<file path="config.mk">
export PLATFORM = sky130hd
export DESIGN_NAME = bitwise_logic_pipe
export DESIGN_NICKNAME = d
export VERILOG_FILES = /design/src/rtl/bitwise_logic_pipe.sv
export SDC_FILE = /design/constraint.sdc
export NUM_CORES = 1
export LEC_CHECK = 0
export ABC_AREA = 1
export CORE_ASPECT_RATIO = 2
export CORE_UTILIZATION = 30
export CTS_CLUSTER_DIAMETER = 60
export DETAILED_ROUTE_END_ITERATION = 12
export GPL_ROUTABILITY_DRIVEN = 0
export PLACE_DENSITY = 0.6
export SLEW_MARGIN = 20
export SYNTH_ARGS = -nofsm -noshare
export SYNTH_HDL_FRONTEND = slang
export SYNTH_SLANG_ARGS = --single-unit
</file>
<file path="constraint.sdc">
create_clock -name i_clk -period 2.3 [get_ports i_clk]
set_input_delay 0.46 -clock i_clk [delete_from_list [all_inputs] [get_ports i_clk]]
set_output_delay 0.46 -clock i_clk [all_outputs]
set_load 0.03 [all_outputs]
</file>
<file path="src/rtl/bitwise_logic_pipe.sv">
// ---------------------------------------------------------------------------
// bitwise_logic_pipe
//
// Purpose:
//   Pipelined bitwise logic unit. Each accepted transaction selects one of
//   eight bitwise operations on two WIDTH-bit operands. The result travels
//   through STAGES elastic register stages with valid/ready handshakes on
//   both sides. The final stage also carries registered zero/all-ones flags.
//   A wrapping counter tracks completed output handshakes.
//
// Ports:
//   i_clk    in   1      clock; all state changes on the rising edge
//   i_rst    in   1      synchronous active-high reset
//   i_valid  in   1      input transaction valid
//   o_ready  out  1      unit accepts input this cycle (comb. from i_ready)
//   i_op     in   3      operation select, sampled with the operands
//   i_var1   in   WIDTH  operand A
//   i_var2   in   WIDTH  operand B (ignored by NOT A)
//   o_valid  out  1      output transaction valid (registered)
//   i_ready  in   1      consumer accepts output this cycle
//   o_res    out  WIDTH  result (registered)
//   o_zero   out  1      o_res == 0 (registered with the data)
//   o_ones   out  1      o_res == all ones (registered with the data)
//   o_cnt    out  CNT_W  output handshake count, wraps modulo 2^CNT_W
// ---------------------------------------------------------------------------
module bitwise_logic_pipe #(
    parameter int WIDTH  = 4,
    parameter int STAGES = 2,
    parameter int CNT_W  = 8
) (
    input  logic             i_clk,
    input  logic             i_rst,
    input  logic             i_valid,
    output logic             o_ready,
    input  logic [2:0]       i_op,
    input  logic [WIDTH-1:0] i_var1,
    input  logic [WIDTH-1:0] i_var2,
    output logic             o_valid,
    input  logic             i_ready,
    output logic [WIDTH-1:0] o_res,
    output logic             o_zero,
    output logic             o_ones,
    output logic [CNT_W-1:0] o_cnt
);

    localparam int LAST = STAGES - 1;

    // Bitwise operation selected by the 3-bit opcode.
    function automatic logic [WIDTH-1:0] bitwise_op(
        input logic [2:0]       op,
        input logic [WIDTH-1:0] a,
        input logic [WIDTH-1:0] b
    );
        logic [WIDTH-1:0] r;
        case (op)
            3'b000:  r = a & b;
            3'b001:  r = a | b;
            3'b010:  r = a ^ b;
            3'b011:  r = ~(a & b);
            3'b100:  r = ~(a | b);
            3'b101:  r = ~(a ^ b);
            3'b110:  r = a & ~b;
            3'b111:  r = ~a;
            default: r = {WIDTH{1'b0}};
        endcase
        return r;
    endfunction

    logic [STAGES-1:0][WIDTH-1:0] data_r;
    logic [STAGES-1:0]            valid_r;
    logic                         zero_r;
    logic                         ones_r;
    logic [CNT_W-1:0]             cnt_r;

    logic [STAGES-1:0][WIDTH-1:0] in_data_s;
    logic [STAGES-1:0]            in_valid_s;
    logic [STAGES-1:0]            advance_s;
    logic                         out_hs_s;

    // Per-stage load source: stage 0 takes the fresh result, others the stage below.
    always_comb begin
        in_data_s     = {(STAGES*WIDTH){1'b0}};
        in_valid_s    = {STAGES{1'b0}};
        in_data_s[0]  = bitwise_op(i_op, i_var1, i_var2);
        in_valid_s[0] = i_valid;
        for (int k = 1; k < STAGES; k++) begin
            in_data_s[k]  = data_r[k-1];
            in_valid_s[k] = valid_r[k-1];
        end
    end

    // Advance chain in closed form: a stage may move when the consumer is
    // ready or some stage at or above it is empty. Written this way so no bit
    // of advance_s depends on another bit of itself.
    always_comb begin : adv_chain
        logic full_above;
        full_above = 1'b1;
        advance_s  = {STAGES{1'b0}};
        for (int k = LAST; k >= 0; k--) begin
            full_above   = full_above & valid_r[k];
            advance_s[k] = i_ready | ~full_above;
        end
    end

    assign out_hs_s = valid_r[LAST] & i_ready;

    // Stage registers; data only loads on a valid entry so a bubble keeps the last result.
    always_ff @(posedge i_clk) begin
        if (i_rst) begin
            data_r  <= {(STAGES*WIDTH){1'b0}};
            valid_r <= {STAGES{1'b0}};
        end else begin
            for (int k = 0; k < STAGES; k++) begin
                if (advance_s[k]) begin
                    valid_r[k] <= in_valid_s[k];
                    if (in_valid_s[k]) begin
                        data_r[k] <= in_data_s[k];
                    end
                end
            end
        end
    end

    // Result flags, loaded together with the final-stage data so they always match o_res.
    always_ff @(posedge i_clk) begin
        if (i_rst) begin
            zero_r <= 1'b1;
            ones_r <= 1'b0;
        end else if (advance_s[LAST] && in_valid_s[LAST]) begin
            zero_r <= (in_data_s[LAST] == {WIDTH{1'b0}});
            ones_r <= (in_data_s[LAST] == {WIDTH{1'b1}});
        end
    end

    // Completed output handshake counter, free-running wrap.
    always_ff @(posedge i_clk) begin
        if (i_rst) begin
            cnt_r <= {CNT_W{1'b0}};
        end else if (out_hs_s) begin
            cnt_r <= cnt_r + CNT_W'(1'b1);
        end
    end

    assign o_ready = advance_s[0];
    assign o_valid = valid_r[LAST];
    assign o_res   = data_r[LAST];
    assign o_zero  = zero_r;
    assign o_ones  = ones_r;
    assign o_cnt   = cnt_r;

endmodule

</file>
==> flow_metrics.py, run 1 <==
metrics = {
    "routing": {
        "antenna_left": 0,
        "wl_per_cell_um": 10.7,
        "first_pass_iters": 4,
        "drc_errors": 0,
        "vias": 1402,
        "dr.first_iter.drc_count": 35,
        "drt_wl_total_um": 3230,
        "vias_per_cell": 4.66,
    },
    "logic_synthesis": {
        "syn-num-nets": 245,
        "synth_area_per_cell_um2": 6.54,
        "yosysWarnings": 0,
        "syn_area_um2": 1420,
        "yosysSeqAreaShare_pct": 28.2,
        "synth_cell_type_count": 22,
        "synth-seq-cells": 20,
        "syn_inst": 217,
    },
    "hold_path": {
        "holdPathStages": 2,
        "whs_endpoint": "o_res[3]",
        "hold_start": "o_res[3]",
        "hold_path.class": "reg -> reg",
    },
    "layout": {
        "multi_input_area_um2": 823,
        "synthToLayoutAreaGrowth_pct": 27.1,
        "diodes": 0,
        "drive_gt1_share_pct": 9.35,
        "regArea_um2": 400,
        "layout.nets": 275,
        "utilization_pct": 39.6,
        "layout_common_cells": "nand2_1 (61), clkdlybuf4s50_1 (29), inv_1 (28), nor2_1 (22), dfxtp_1 (20)",
        "layout_commonest_cell": "nand2_1",
        "num-fill-cells": 492,
    },
    "setup_path": {
        "rrSetupSlack_ns": 0.97,
        "r2r_start": "valid_r[1]",
        "critPathTopFamily": "buffers and inverters",
        "max_stage_delay_ns": 0.71,
        "crit_type": "reg -> out",
        "cp_num_buf_inv": 1,
        "r2r-end": "o_cnt[5]",
        "r2r_cells": 7,
        "crit_chain": "clkdlybuf4s50_1",
        "end_kind": "output pin",
        "cp_max_fo": 6,
        "arrival_ns": 1.41,
        "slowest_stage": "clkdlybuf4s50_1",
        "start_kind": "register",
        "worstPathRequired_ns": 1.84,
    },
    "grt": {
        "antenna_found_initial": 0,
        "grt_pass1_vias": 1337,
        "grt_max_degree": 12,
        "grt_overflow": 0,
        "grt_first_pass_wirelength_um": 5590,
        "gr-usage-all-layers_pct": 14.1,
    },
    "power_and_ir_drop": {
        "p_leak_nw": 0.825,
        "p_int_w": 0.000592,
        "peakVddDrop_mv": 0.275,
        "p_sw_share_pct": 28.0,
        "seqPwrFrac_pct": 45.1,
        "comb_power_share_pct": 23.1,
        "power_frac_clock_pct": 31.8,
        "powerDensity_nw_per_um2": 456,
        "switchingPower_w": 0.000230,
    },
    "floorplanning": {
        "start_util_pct": 31.2,
        "die_y_um": 99.3,
        "fp.dieArea_um2": 5030,
        "num_rows": 35,
        "core_area_um2": 4550,
        "die_w_um": 50.6,
        "ios": 31,
    },
    "place": {
        "hpwl_um": 2660,
        "port_buffers": 30,
    },
    "sta": {
        "relSlewSlack_pct": 67.4,
        "skew_ns": 0.00567,
        "drv_slew": 0,
        "worst_pin_slew_ns": 0.488,
        "hold_violations": 0,
        "holdWs_ns": 0.477,
        "min_period_ns": 1.87,
        "min_period_over_period_pct": 81.4,
        "setup-tns-final_ns": 0,
        "rsz0062_at_grt": "false",
        "setup_viol": 0,
        "max_freq_mhz": 534,
    },
    "clock_network": {
        "cts_setup_buffers": 0,
        "clk_latency_ns": 0.25,
        "cts_buffers": 3,
        "cts_tree": "built",
        "cts_buffer_depth": 2,
        "post_cts_resized": 0,
        "hold_buffers": 0,
        "cts_root_buffer": "clkbuf_8",
        "clkSinkCount": 20,
        "cts-htree-levels": 1,
        "clk_pin_slew_ns": 0.07,
    },
    "flow_run": {
        "drv_cap": 0,
    },
    "status": {
        "status": "complete, no violations",
    },
}
==> cell usage after synthesis, drive strengths merged <==
library cell,instances,area (um^2)
nand2,63,241
inv,31,116
nor2,26,118
dfxtp,20,400
a21oi,18,105
ha,13,163
nand4,13,81.3
nand3,11,55.1
buf,9,71.3
o21ai,6,30.0
nor3,3,15.0
a22oi,1,7.51
clkbuf,1,3.75
clkinv,1,3.75
nand3b,1,7.51
==> per-stage QoR <==
stage,instance area (um^2),setup slack [ns],instances,power (W)
after floorplan,1420,0.799,217,0.000506
after global placement,1750,0.262,297,0.000569
after detailed placement,1750,0.275,297,0.000569
after CTS,1800,0.438,301,0.000834
after global routing,1800,0.379,301,0.000872
final,1800,0.428,301,0.000823
==> power by group through the flow <==
| stage | Combinational, W | Clock (W) | Sequential (W) |
|---|---|---|---|
| after floorplan | 0.000121 | 0 | 0.000385 |
| after global placement | 0.000190 | 0 | 0.000379 |
| after detailed placement | 0.000190 | 0 | 0.000379 |
| after CTS | 0.000191 | 0.000271 | 0.000371 |
| after global routing | 0.000212 | 0.000286 | 0.000373 |
| final | 0.000190 | 0.000262 | 0.000371 |
==> worst reg2reg max path, stage by stage, from the launching register on <==
cell	delay (ns)
dfxtp_1	0.38
nand2_1	0.14
inv_2	0.12
nand2_1	0.07
nor2_1	0.19
nand3_1	0.13
o21ai_1	0.14
a21oi_1	0.05
==> per-layer routing <==
layer / track usage [%] / vias to the layer above / part of all wire, %
met2: 29.2 / 29 / 59
met3: 0.917 / 4 / 2.1
met4: 6.41 / 0 / 1.9
li1: - / 743 / -
met1: 13.0 / 626 / 37
met5: 0 / - / 0
==> final cells by class <==
class                      count  share of cell area (%)
multi-input combinational    155                    45.7
sequential                    20                    22.2
inverter                      32                    6.66
tap                           55                    3.82
timing repair buffer          35                    18.6
clock buffer                   4                    3.05
==> worst max path at each step <==
stage / startpoint / to / slack (ns) / cells past startpoint
floorplan: valid_r[1] / data_r[0] / 0.80 / 5
global placement: i_op[1] / data_r[1] / 0.26 / 7
CTS: o_cnt[3] / o_cnt[3] / 0.44 / 1
global route: o_cnt[3] / o_cnt[3] / 0.38 / 1
finish: o_cnt[3] / o_cnt[3] / 0.43 / 1
detailed placement: i_op[1] / data_r[2] / 0.27 / 7
==> state kept, by name, summed over array words and instances (netlist names) <==
register / count
valid_r: 2
o_zero: 1
data_r: 4
o_cnt: 8
o_ones: 1
o_res: 4
==> cells by family (layout without fill, tap and decap cells) <==
family	Yosys count	count (layout)	synth area share [%]
AO/OA/AOI/OAI	25	25	10.1
adder cells (fa/ha/maj)	13	13	11.5
buffers and inverters	42	71	13.8
flip-flops	20	20	28.2
AND/OR/NAND/NOR	117	117	36.5
Power figures use the tool's default switching activity.
==> run 2: changes to the inputs <==
--- a/config.mk
+++ b/config.mk
@@ -11,7 +11,7 @@
 export CTS_CLUSTER_DIAMETER = 60
 export DETAILED_ROUTE_END_ITERATION = 12
 export GPL_ROUTABILITY_DRIVEN = 0
-export PLACE_DENSITY = 0.6
+export PLACE_DENSITY = 0.62
 export SLEW_MARGIN = 20
 export SYNTH_ARGS = -nofsm -noshare
 export SYNTH_HDL_FRONTEND = slang
==> constraint.sdc (replaced) <==
create_clock -name i_clk -period 1.6 [get_ports i_clk]
set_input_delay 0.32 -clock i_clk [delete_from_list [all_inputs] [get_ports i_clk]]
set_output_delay 0.32 -clock i_clk [all_outputs]
set_load 0.03 [all_outputs]
==> run 2 against run 1 <==
Against the previous run:
- sequential share of layout area shrank 2.0 points
- clock-buffer cell count is the same
- critical endpoint is now o_ready
- clock skew shrank 0.0033 ns
- core utilization grew 3.9 points
- highest routed layer unchanged
==> flow_metrics.py, run 2 (same netlist as run 1, synthesis figures left out) <==
metrics = {
    "routing": {
        "wl_per_cell_um": 10.8,
        "first_pass_iters": 4,
        "drt_wl_total_um": 3490,
        "dr.first_iter.drc_count": 24,
        "vias_per_cell": 4.77,
        "drc_errors": 0,
        "antenna_left": 0,
        "vias": 1541,
    },
    "power_and_ir_drop": {
        "peakVddDrop_mv": 0.357,
        "power.total_w": 0.00122,
        "powerDensity_nw_per_um2": 615,
        "p_leak_nw": 1.09,
    },
    "layout": {
        "drive_gt1_share_pct": 16.8,
        "diodes": 0,
        "layout_common_cells": "nand2_1 (61), inv_1 (28), buf_4 (28), nor2_1 (22), dfxtp_1 (20)",
        "layout.nets": 297,
        "fin_area_um2": 1980,
        "layout_commonest_cell": "nand2_1",
        "num-fill-cells": 487,
        "largest_reg_flops": 8,
        "synthToLayoutAreaGrowth_pct": 39.6,
    },
    "floorplanning": {
        "start_util_pct": 31.2,
        "die_w_um": 50.6,
        "core_area_um2": 4550,
        "num_rows": 35,
        "fp.dieArea_um2": 5030,
        "die_y_um": 99.3,
        "ios": 31,
    },
    "setup_path": {
        "crit_type": "in -> out",
        "arrival_ns": 1.21,
        "worstPathRequired_ns": 1.28,
        "cp_max_fo": 2,
        "start_kind": "input port",
        "end_kind": "output pin",
    },
    "sta": {
        "skew_ns": 0.00235,
        "setup-tns-final_ns": 0,
        "hold_violations": 0,
        "max_freq_mhz": 654,
        "rsz0062_at_grt": "false",
        "drv_slew": 0,
        "finalWorstSetupSlack_ns": 0.0717,
        "min_period_over_period_pct": 95.5,
        "relSlewSlack_pct": 78.4,
        "setup_viol": 0,
        "holdWs_ns": 0.469,
        "worst_pin_slew_ns": 0.323,
        "min_period_ns": 1.53,
    },
    "clock_network": {
        "clkSinkCount": 20,
        "cts_tree": "built",
        "clk_pin_slew_ns": 0.07,
        "cts-htree-levels": 1,
        "cts_root_buffer": "clkbuf_8",
        "hold_buffers": 0,
        "cts_buffers": 3,
        "clk_latency_ns": 0.26,
        "cts_buffer_depth": 2,
    },
    "grt": {
        "grt_max_degree": 13,
        "grt_overflow": 0,
        "grt_pass1_vias": 1570,
        "gr-usage-all-layers_pct": 15.3,
        "grt_first_pass_wirelength_um": 6030,
        "antenna_found_initial": 0,
    },
    "hold_path": {
        "hold_path.class": "reg -> reg",
    },
    "flow_run": {
        "drv_cap": 0,
    },
    "place": {
        "port_buffers": 30,
        "hpwl_um": 2840,
        "pre_cts_ws_ns": -0.151,
        "dpl_cell_area_um2": 1910,
    },
    "status": {
        "status": "complete, no violations",
    },
}
[run 2: cell types whose count changed in the layout (fill, tap and decap cells not counted)]
cell             delta
buf_4              +22
clkdlybuf4s50_1    -17
dlygate4sd2_1       +8
dlymetal6s2s_1      +9
[run 2: through the flow]
step	util, %	cells
floorplan	-	217
global placement	42.0	319
detailed placement	42.0	319
CTS	43.0	323
global route	43.5	323
finish	43.5	323
[run 2: final timing paths]
path,start,to,slack (ns),depth (start not counted)
hold reg to reg,o_res[3],o_res[3],0.47,2
setup reg to reg,o_cnt[1],o_cnt[6],0.41,6
hold / removal,o_res[3],o_res[3],0.47,2
setup / recovery,i_ready,o_ready,0.07,5
[run 2: cell type report]
| type | count | area [um^2] | share of cell area [%] |
|---|---|---|---|
| clock buffer | 4 | 55.1 | 2.78 |
| inverter | 32 | 120 | 6.06 |
| multi-input combinational | 155 | 823 | 41.6 |
| sequential | 20 | 400 | 20.2 |
| tap | 55 | 68.8 | 3.47 |
| timing repair buffer | 57 | 513 | 25.9 |
[run 2: repair_timing]
action | 4_1_cts | 5_1_grt
resized for setup | 8 | 9
buffers inserted | 0 | 0
setup endpoints to repair | 8 | 11
[run 2: power breakdown]
part           internal (W)  switching (W)  leakage, nW
clock              0.000219       0.000160       0.0288
combinational      0.000138       0.000168        0.901
sequential         0.000519      0.0000151        0.163
total              0.000876       0.000343         1.09
[run 2: critical path, cell delays in order]
cell and delay (ns):
clkdlybuf4s50_1 0.42, inv_1 0.08, nand3_1 0.09, buf_4 0.15, buf_4 0.16
[run 2: routing by layer]
metal / up-vias / part of all wire, % / GRT usage [%]
li1: 791 / - / -
met1: 699 / 36 / 12.3
met2: 41 / 58 / 31.9
met3: 10 / 2.8 / 1.83
met4: 0 / 3.2 / 9.62
met5: - / 0 / 0
==> run 3: changes to the inputs <==
--- a/config.mk
+++ b/config.mk
@@ -8,7 +8,7 @@
 export ABC_AREA = 1
 export CORE_ASPECT_RATIO = 2
 export CORE_UTILIZATION = 30
-export CTS_CLUSTER_DIAMETER = 60
+export CTS_BUF_LIST = sky130_fd_sc_hd__clkbuf_8
 export DETAILED_ROUTE_END_ITERATION = 12
 export GPL_ROUTABILITY_DRIVEN = 0
 export PLACE_DENSITY = 0.62
==> results of run 3 <==
No change in the layout: final DEF, timing and power equal those of run 2.
